<file path="src/rtl/cpu7_excp_ctrl_pkg.sv">
// Shared types and constants for the exception/ERTN sequencer.
// CSR addresses, PRMD field layout and FSM state encodings.
package cpu7_excp_ctrl_pkg;

   localparam int GRLEN   = 32;
   localparam int CSR_BIT = 14;

   localparam logic [CSR_BIT-1:0] CSR_CRMD  = 14'h000;
   localparam logic [CSR_BIT-1:0] CSR_PRMD  = 14'h001;
   localparam logic [CSR_BIT-1:0] CSR_EPC   = 14'h006;
   localparam logic [CSR_BIT-1:0] CSR_EBASE = 14'h00c;

   localparam int PRMD_PIE     = 2;
   localparam int PRMD_PPLV_HI = 1;
   localparam int PRMD_PPLV_LO = 0;

   typedef enum logic [2:0] {
      S_IDLE    = 3'd0,
      S_EX_ERA  = 3'd1,
      S_EX_CRMD = 3'd2,
      S_EX_JMP  = 3'd3,
      S_RT_CRMD = 3'd4,
      S_RT_JMP  = 3'd5
   } excp_state_t;

   typedef struct packed {
      logic [CSR_BIT-1:0] raddr;
      logic [CSR_BIT-1:0] waddr;
      logic [GRLEN-1:0]   wdata;
      logic               wen;
   } csr_port_t;

   function automatic logic [GRLEN-1:0] crmd_from_prmd(input logic [2:0] p);
      return {{(GRLEN-3){1'b0}}, p};
   endfunction

endpackage

</file>
<file path="src/rtl/cpu7_excp_ctrl_if.sv">
// CSR register file port: one read, one write, plus EENTRY.
// master = port owner (sequencer), slave = CSR file.
interface cpu7_excp_ctrl_if;
   import cpu7_excp_ctrl_pkg::*;

   logic [CSR_BIT-1:0] csr_raddr;
   logic [CSR_BIT-1:0] csr_waddr;
   logic [GRLEN-1:0]   csr_wdata;
   logic               csr_wen;
   logic [GRLEN-1:0]   csr_rdata;
   logic [GRLEN-1:0]   csr_eentry;

   modport master (
      output csr_raddr, csr_waddr, csr_wdata, csr_wen,
      input  csr_rdata, csr_eentry
   );

   modport slave (
      input  csr_raddr, csr_waddr, csr_wdata, csr_wen,
      output csr_rdata, csr_eentry
   );

endinterface

</file>
<file path="src/rtl/cpu7_csr_wport_mux.sv">
// 2:1 CSR port mux, pipeline vs. sequencer.
// Read and write sides select independently.
module cpu7_csr_wport_mux
   import cpu7_excp_ctrl_pkg::*;
(
   input  logic      wsel,
   input  logic      rsel,
   input  csr_port_t pipe,
   input  csr_port_t seq,
   output csr_port_t port
);

   always_comb begin
      port       = wsel ? seq : pipe;
      port.raddr = rsel ? seq.raddr : pipe.raddr;
   end

endmodule

</file>
<file path="src/rtl/cpu7_excp_ctrl.sv">
// Exception/ERTN sequencer owning the CSR file ports.
// Saves ERA/PRMD, clears CRMD, redirects; ERTN restores and returns.
module cpu7_excp_ctrl
   import cpu7_excp_ctrl_pkg::*;
(
   input  logic               clk,
   input  logic               reset,
   input  logic               excp_req,
   input  logic [GRLEN-1:0]   excp_pc,
   input  logic [5:0]         excp_ecode,
   input  logic               ertn_req,
   input  logic [CSR_BIT-1:0] pipe_csr_raddr,
   input  logic [CSR_BIT-1:0] pipe_csr_waddr,
   input  logic [GRLEN-1:0]   pipe_csr_wdata,
   input  logic               pipe_csr_wen,
   cpu7_excp_ctrl_if.master   csr,
   output logic               redirect_valid,
   output logic [GRLEN-1:0]   redirect_pc,
   output logic               pipe_stall,
   output logic [2:0]         prmd,
   output logic [5:0]         ecode_q
);

   excp_state_t      state, state_nxt;
   logic [GRLEN-1:0] pc_q, tgt_q;
   logic             wsel, rsel;
   csr_port_t        pipe_port, seq_port, mux_port;

   always_ff @(posedge clk or posedge reset) begin
      if (reset) state <= S_IDLE;
      else       state <= state_nxt;
   end

   always_comb begin
      state_nxt = state;
      unique case (state)
         S_IDLE: begin
            if (excp_req)      state_nxt = S_EX_ERA;
            else if (ertn_req) state_nxt = S_RT_CRMD;
         end
         S_EX_ERA:  state_nxt = S_EX_CRMD;
         S_EX_CRMD: state_nxt = S_EX_JMP;
         S_EX_JMP:  state_nxt = S_IDLE;
         S_RT_CRMD: state_nxt = S_RT_JMP;
         S_RT_JMP:  state_nxt = S_IDLE;
         default:   state_nxt = S_IDLE;
      endcase
   end

   always_comb begin
      wsel           = (state != S_IDLE);
      rsel           = 1'b0;
      seq_port       = '0;
      redirect_valid = 1'b0;
      redirect_pc    = '0;
      unique case (state)
         S_EX_ERA: begin
            seq_port.wen   = 1'b1;
            seq_port.waddr = CSR_EPC;
            seq_port.wdata = pc_q;
            rsel           = 1'b1;
            seq_port.raddr = CSR_CRMD;
         end
         S_EX_CRMD: begin
            seq_port.wen   = 1'b1;
            seq_port.waddr = CSR_CRMD;
         end
         S_EX_JMP: begin
            redirect_valid = 1'b1;
            redirect_pc    = csr.csr_eentry;
         end
         S_RT_CRMD: begin
            seq_port.wen   = 1'b1;
            seq_port.waddr = CSR_CRMD;
            seq_port.wdata = crmd_from_prmd(prmd);
            rsel           = 1'b1;
            seq_port.raddr = CSR_EPC;
         end
         S_RT_JMP: begin
            redirect_valid = 1'b1;
            redirect_pc    = tgt_q;
         end
         default: ;
      endcase
      pipe_stall = (state != S_IDLE) | excp_req | ertn_req;
   end

   // An exception squashes a pipe write in the same cycle
   always_comb begin
      pipe_port.raddr = pipe_csr_raddr;
      pipe_port.waddr = pipe_csr_waddr;
      pipe_port.wdata = pipe_csr_wdata;
      pipe_port.wen   = pipe_csr_wen & ~excp_req;
   end

   cpu7_csr_wport_mux u_mux (
      .wsel (wsel),
      .rsel (rsel),
      .pipe (pipe_port),
      .seq  (seq_port),
      .port (mux_port)
   );

   assign csr.csr_raddr = mux_port.raddr;
   assign csr.csr_waddr = mux_port.waddr;
   assign csr.csr_wdata = mux_port.wdata;
   assign csr.csr_wen   = mux_port.wen;

   wire accept_excp = (state == S_IDLE) & excp_req;

   always_ff @(posedge clk or posedge reset) begin
      if (reset) begin
         pc_q    <= '0;
         ecode_q <= '0;
      end else if (accept_excp) begin
         pc_q    <= excp_pc;
         ecode_q <= excp_ecode;
      end
   end

   always_ff @(posedge clk or posedge reset) begin
      if (reset)                   prmd <= '0;
      else if (state == S_EX_ERA)  prmd <= csr.csr_rdata[2:0];
   end

   always_ff @(posedge clk or posedge reset) begin
      if (reset)                   tgt_q <= '0;
      else if (state == S_RT_CRMD) tgt_q <= csr.csr_rdata;
   end

endmodule

</file>
<file path="src/flat_wrapper.sv">
// flat-port wrapper written by rule: the top's interface ports become plain ports
module cpu7_excp_ctrl_flat import cpu7_excp_ctrl_pkg::*;
  (clk, reset, excp_req, excp_pc, excp_ecode, ertn_req, pipe_csr_raddr, pipe_csr_waddr, pipe_csr_wdata, pipe_csr_wen, redirect_valid, redirect_pc, pipe_stall, prmd, ecode_q, csr_csr_raddr, csr_csr_waddr, csr_csr_wdata, csr_csr_wen, csr_csr_rdata, csr_csr_eentry);
  cpu7_excp_ctrl_if csr_i ();
  input  logic clk;
  input  logic reset;
  input  logic excp_req;
  input  logic [GRLEN-1:0] excp_pc;
  input  logic [5:0] excp_ecode;
  input  logic ertn_req;
  input  logic [CSR_BIT-1:0] pipe_csr_raddr;
  input  logic [CSR_BIT-1:0] pipe_csr_waddr;
  input  logic [GRLEN-1:0] pipe_csr_wdata;
  input  logic pipe_csr_wen;
  output logic redirect_valid;
  output logic [GRLEN-1:0] redirect_pc;
  output logic pipe_stall;
  output logic [2:0] prmd;
  output logic [5:0] ecode_q;
  output wire logic [$bits(csr_i.csr_raddr)-1:0] csr_csr_raddr;
  output wire logic [$bits(csr_i.csr_waddr)-1:0] csr_csr_waddr;
  output wire logic [$bits(csr_i.csr_wdata)-1:0] csr_csr_wdata;
  output wire logic [$bits(csr_i.csr_wen)-1:0] csr_csr_wen;
  input wire logic [$bits(csr_i.csr_rdata)-1:0] csr_csr_rdata;
  input wire logic [$bits(csr_i.csr_eentry)-1:0] csr_csr_eentry;
  assign csr_csr_raddr = csr_i.csr_raddr;
  assign csr_csr_waddr = csr_i.csr_waddr;
  assign csr_csr_wdata = csr_i.csr_wdata;
  assign csr_csr_wen = csr_i.csr_wen;
  assign csr_i.csr_rdata = csr_csr_rdata;
  assign csr_i.csr_eentry = csr_csr_eentry;
  cpu7_excp_ctrl u_core (.clk(clk), .reset(reset), .excp_req(excp_req), .excp_pc(excp_pc), .excp_ecode(excp_ecode), .ertn_req(ertn_req), .pipe_csr_raddr(pipe_csr_raddr), .pipe_csr_waddr(pipe_csr_waddr), .pipe_csr_wdata(pipe_csr_wdata), .pipe_csr_wen(pipe_csr_wen), .csr(csr_i), .redirect_valid(redirect_valid), .redirect_pc(redirect_pc), .pipe_stall(pipe_stall), .prmd(prmd), .ecode_q(ecode_q));
endmodule
</file>
<file path="config.mk">
export PLATFORM = sky130hd
export DESIGN_NAME = cpu7_excp_ctrl_flat
export DESIGN_NICKNAME = d
export VERILOG_FILES = /design/src/rtl/cpu7_excp_ctrl_pkg.sv /design/src/rtl/cpu7_excp_ctrl_if.sv /design/src/rtl/cpu7_csr_wport_mux.sv /design/src/rtl/cpu7_excp_ctrl.sv /design/src/flat_wrapper.sv
export SDC_FILE = /design/constraint.sdc
export NUM_CORES = 1
export LEC_CHECK = 0
export CORE_UTILIZATION = 40
export CTS_BUF_LIST = sky130_fd_sc_hd__clkbuf_8
export DETAILED_ROUTE_END_ITERATION = 16
export PLACE_DENSITY_LB_ADDON = 0.2
export SYNTH_ARGS = -nofsm -noshare
export SYNTH_HDL_FRONTEND = slang
export SYNTH_SLANG_ARGS = --single-unit
export TNS_END_PERCENT = 1
</file>
<file path="constraint.sdc">
create_clock -name clk -period 5.1 [get_ports clk]
set_input_delay 1.02 -clock clk [delete_from_list [all_inputs] [get_ports clk]]
set_output_delay 1.02 -clock clk [all_outputs]
set_load 0.02 [all_outputs]
</file>
# After elaboration in Yosys (flattened, before gate mapping)
# Cells that the tools add are included.
op_classes:
  reduce_logical: 5
  n_eq_ne: 6
  mux: 12
  bitwise: 5
ops:
  columns: ["op", "n"]
  rows:
  - ["32-bit case mux with 2 select lines", 2]
  - ["47-bit two-way mux", 1]
  - ["14-bit two-way mux", 1]
  - ["3-bit two-way mux", 4]
  - ["3-bit case mux with 4 select lines", 1]
  - ["3-bit by 2-bit == test with 1-bit output, second input constant", 2]
  - ["3-bit == test, second input constant", 2]
  - ["2-bit OR reduction", 2]
  - ["3-bit by 1-bit == test with 1-bit output, second input constant", 1]
  - ["3-bit zero test", 1]
  - ["1-bit two-way mux", 3]
  - ["3-bit != test, second input constant", 1]
  - ["3-bit nonzero test", 1]
  - ["3-bit OR reduction", 1]
  - ["1-bit AND", 2]
  - ["1-bit bitwise OR", 2]
  - ["1-bit inverter", 1]
word_totals:
  input_bits: 167
  output_inout_bits: 104
  elab_cells: 33
  ff_bits: 76

# Depth between registers and ports, before layout
logic_depth:
  ltp_word: 4
  ltp_mapped: 6
  mapped_depth_nobuf: 3

# Modules after synthesis
# Synthesis repeated with hierarchy kept, for this count alone.
unflattened:
  hier_cells: 402
  hier_area_um2: 4902.2
modules_own_cells:
  columns: ["module", "cells_per_inst", "area_each_um2", "instances", "seq_area_each_um2"]
  rows:
  - ["cpu7_excp_ctrl", 335, 4045.1, 1, 1901.8]
  - ["cpu7_csr_wport_mux", 67, 857.1, 1, 0.0]

# Worst setup path after synthesis
# Ideal clock, no wire load.
synth_path:
  kind: "in2out"
  start: "input port pipe_csr_wdata[2]"
  end: "output port csr_csr_wdata[2]"
  setup_slack_ps: 2324
  arrival_ps: 1756
  path_buffers: 0
  stages: 3
  cell_sequence: "nor2b_1 > a211oi_1 > a211oi_1"
synth_via:
  elab_chain_cells: 1
synth_rtl:
  columns: ["item", "line_no", "rtl"]
  rows:
  - ["start: declaration", "flat_wrapper.sv:13", "input logic [GRLEN-1:0] pipe_csr_wdata;"]
  - ["47-bit two-way mux", "cpu7_csr_wport_mux.sv:14", "port = wsel ? seq : pipe;"]
  - ["end: declaration", "flat_wrapper.sv:22", "output wire logic [$bits(csr_i.csr_wdata)-1:0] csr_csr_wdata;"]
# No other way between the ends.

# Final worst setup path
layout_path:
  start: "register u_core.state[0]"
  end: "output port csr_csr_raddr[8]"
layout_via:
  elab_chain_cells: 4
  elab_cells_between_ends: 5
layout_rtl:
  columns: ["item", "line_no", "rtl"]
  rows:
  - ["start: declaration", "cpu7_excp_ctrl.sv:24", "excp_state_t state, state_nxt;"]
  - ["start signal: assignment", "cpu7_excp_ctrl.sv:31", "else state <= state_nxt;"]
  - ["3-bit == test or 3-bit by 1-bit == test with 1-bit output (tied branches)", "cpu7_excp_ctrl.sv:56", "unique case (state)"]
  - ["2-bit OR reduction (no source line) (*)", null, null]
  - ["1-bit two-way mux (*)", "cpu7_excp_ctrl.sv:56", null]
  - ["14-bit two-way mux (*)", "cpu7_csr_wport_mux.sv:15", "port.raddr = rsel ? seq.raddr : pipe.raddr;"]
  - ["end: declaration", "flat_wrapper.sv:20", "output wire logic [$bits(csr_i.csr_raddr)-1:0] csr_csr_raddr;"]
# Every way passes the cells marked *; elsewhere a longest branch is shown, timed or not.

==> out/metrics.cfg <==
[status]
status = finished clean

[layout]
nNetsFinal = 795
layout_commonest_cell = clkdlybuf4s50_1
instances_no_fill = 769
drive_gt1_share_pct = 16.0
antenna_cells = 0
fillers = 814
syn_to_final_growth_pct = 68.1
layout_common_cells = 270 x clkdlybuf4s50_1, 75 x dfrtp_1, 53 x mux2_2

[routing]
dr.pass1.iters = 4
num_vias = 3784
postRouteWirelength_mm = 12.9
ant_nets = 0
drt-initial-drc-count = 147
wl_per_cell_um = 16.8
drc = 0
post_drt_via_cell_ratio = 4.92

[clocking]
cts_buffer_depth = 2
cts_tree = yes
cts_resized = 0
clock-root-buffer = clkbuf_8
h-tree-depth = 3
clk_latency_ns = 0.35
post-cts-setup-buffer-count = 0
cts-hold-fix-buffers = 0
clkSlewWorstSetupHoldPaths_ns = 0.08
cts.sinks = 76
cts-buffers-inserted = 9

[worst_setup_path]
crit_path_start_kind = flop
worstPathMaxFanout = 80
critPathMaxStageDelay_ns = 1.08
slowest_stage = dfrtp_4
worstPathRequired_ns = 4.08
worstSetupPathType = flop to output pin
cp-end-kind = output pin
crit_arrival_ns = 2.93
crit_chain = xnor2_1, nor2_1, and2b_1, clkdlybuf4s50_1

[run]
cap_violations = 0

[logic_synthesis]
synth-simple-area-share_pct = 14.7
synth_area_sq_um = 4290
synth_top_family_by_area = multiplexers
synth_warnings = 0
synth.distinct_cells = 29
synth_area_per_cell_sq_um = 11.5
synth_compound_area_share_pct = 7.47
synth_area_leaders = dfrtp_1 44%, mux2_2 14%, mux2_4 7.0%, mux2i_1 6.8%, nor2b_1 6.7%
yosys.area.top_type_share_pct = 44.4
synthXorXnorAreaFrac_pct = 0.409
synth.net_count = 541
syn_inst = 374
synth_fa_ha_area_share_pct = 0.234
synth_mux_area_share_pct = 27.7
ys_ff_latch = 76
ys_seq_area_share_pct = 44.4
synth_area_leader_cell = dfrtp_1

[floorplan]
core_area_sq_um = 10400
die_area_sq_um = 11100
die_w_um = 106
ios = 271
rows = 37
die_h_um = 106
initial_utilization_pct = 41.3

[sta]
worst_pin_slew_ns = 0.988
finalSetupViolations = 0
whs_ns = 0.510
finalCriticalPeriod_ns = 3.95
slew_headroom_pct = 34.2
max_freq_ghz = 0.253
slew_violations = 0
rsz0062_at_grt = false
hold_viol_final = 0
worst_clock_skew_ns = 0.0107
period_share_pct = 77.5
finalSetupTns_ns = 0

[power_and_ir_drop]
ir_drop_mv = 0.351
p_leak_nw = 2.91
power.density_nw_per_um2 = 563

[grt]
grt_pass1_wl_mm = 20.3
grt_pass1_vias = 3860
track_usage_pct = 23.4
antenna_found_initial = 0
grt_max_degree = 81
grt-ovfl-total = 0

[hold_path]
hp-class = flop to flop

[placement]
placed_cells = 753
gp_congestion = 0.821
io_buffers = 270
dp_hpwl_mm = 9.68

-- synthesized netlist by cell type --
cell type  count
mux2_2        53
or2_2          1
buf_6          1
nor3b_4        1
nor2b_1       46
and2_1        12
nand2b_1       3
buf_8          1
buf_2         15
a211oi_1       7
clkbuf_1       9
xnor2_1        2
inv_1          2
a22oi_1       32
mux2_4        20
and2_4         1
dfrtp_1       76
o21a_1         1
nor3_1         1
o21ai_0        2
nor2_1        40
nor3_4         1
nand2_1        5
mux2i_1       29
buf_12         2
maj3_1         1
a21oi_1        2
buf_4          5
and2b_1        3
-- registers in the layout, summed over array words and instances (netlist names) --
signal and count:
u_core.prmd 3, u_core.pc_q 32, u_core.ecode_q 6, u_core.state 3, u_core.tgt_q 32
-- logic make-up (layout without fill, tap and decap cells) --
logic type,count (synthesis),in the layout
and+or+nand+nor,114,114
muxes,102,102
DFF,76,76
adders and majority gates,1,1
xor gates and xnor gates,2,2
AOI/OAI and AO/OA,44,44
buffers and inverters,35,294
-- cell type report --
| type | instances | area [sq um] | area share, % |
|---|---|---|---|
| timing repair buffer | 276 | 2750 | 38.1 |
| multi-input combinational | 263 | 2170 | 30.1 |
| sequential | 76 | 1910 | 26.5 |
| tap | 136 | 170 | 2.36 |
| clock buffer | 11 | 151 | 2.10 |
| clock inverter | 5 | 52.6 | 0.729 |
| inverter | 2 | 8.76 | 0.122 |
-- path summary, 6_finish.rpt --
kind | from | endpoint | slack [ns] | depth (start not counted)
setup / recovery | u_core.state[0]$_DFFE_PP0P_ | csr_csr_raddr[8] | 1.15 | 4
hold / removal | u_core.pc_q[31]$_DFFE_PP0P_ | u_core.pc_q[31]$_DFFE_PP0P_ | 0.51 | 1
setup reg to reg | u_core.state[0]$_DFFE_PP0P_ | u_core.pc_q[3]$_DFFE_PP0P_ | 2.41 | 3
hold reg to reg | u_core.pc_q[31]$_DFFE_PP0P_ | u_core.pc_q[31]$_DFFE_PP0P_ | 0.51 | 1
max in group asynchronous | reset | u_core.tgt_q[30]$_DFFE_PP0P_ | 3.09 | 3
min in group asynchronous | reset | u_core.tgt_q[0]$_DFFE_PP0P_ | 1.15 | 2
-- metrics by stage --
stage | utilization [%] | worst slack (ns) | area, sq um | power [mW]
2_1_floorplan | - | 2.14 | 4290 | 2.64
3_3_place_gp | 67.5 | 1.49 | 7000 | 3.56
3_5_place_dp | 67.5 | 1.47 | 7000 | 3.62
4_1_cts | 69.5 | 1.13 | 7200 | 4.10
5_1_grt | 69.5 | 0.903 | 7200 | 4.31
6_report | 69.5 | 1.15 | 7200 | 4.06
-- worst max-delay path, delay by kind of cell, from the launching register on --
family / cells / cell delay (ns)
XOR/XNOR: 1 / 0.15
buffers and inverters: 1 / 0.54
flip-flops: 1 / 1.08
AND/OR/NAND/NOR: 2 / 0.80
-- layer usage --
layer	up-vias	track usage, %	share of wire [%]
met5	-	0	0
met4	0	7.84	1.9
met3	15	5.75	6.6
met2	167	40.7	51
met1	1803	28.2	41
li1	1799	-	-
-- report_power, final --
part	switching, mW	internal, mW
combinational	1.09	1.31
sequential	0.284	0.909
clock	0.220	0.250
Power figures use the tool's default switching activity.
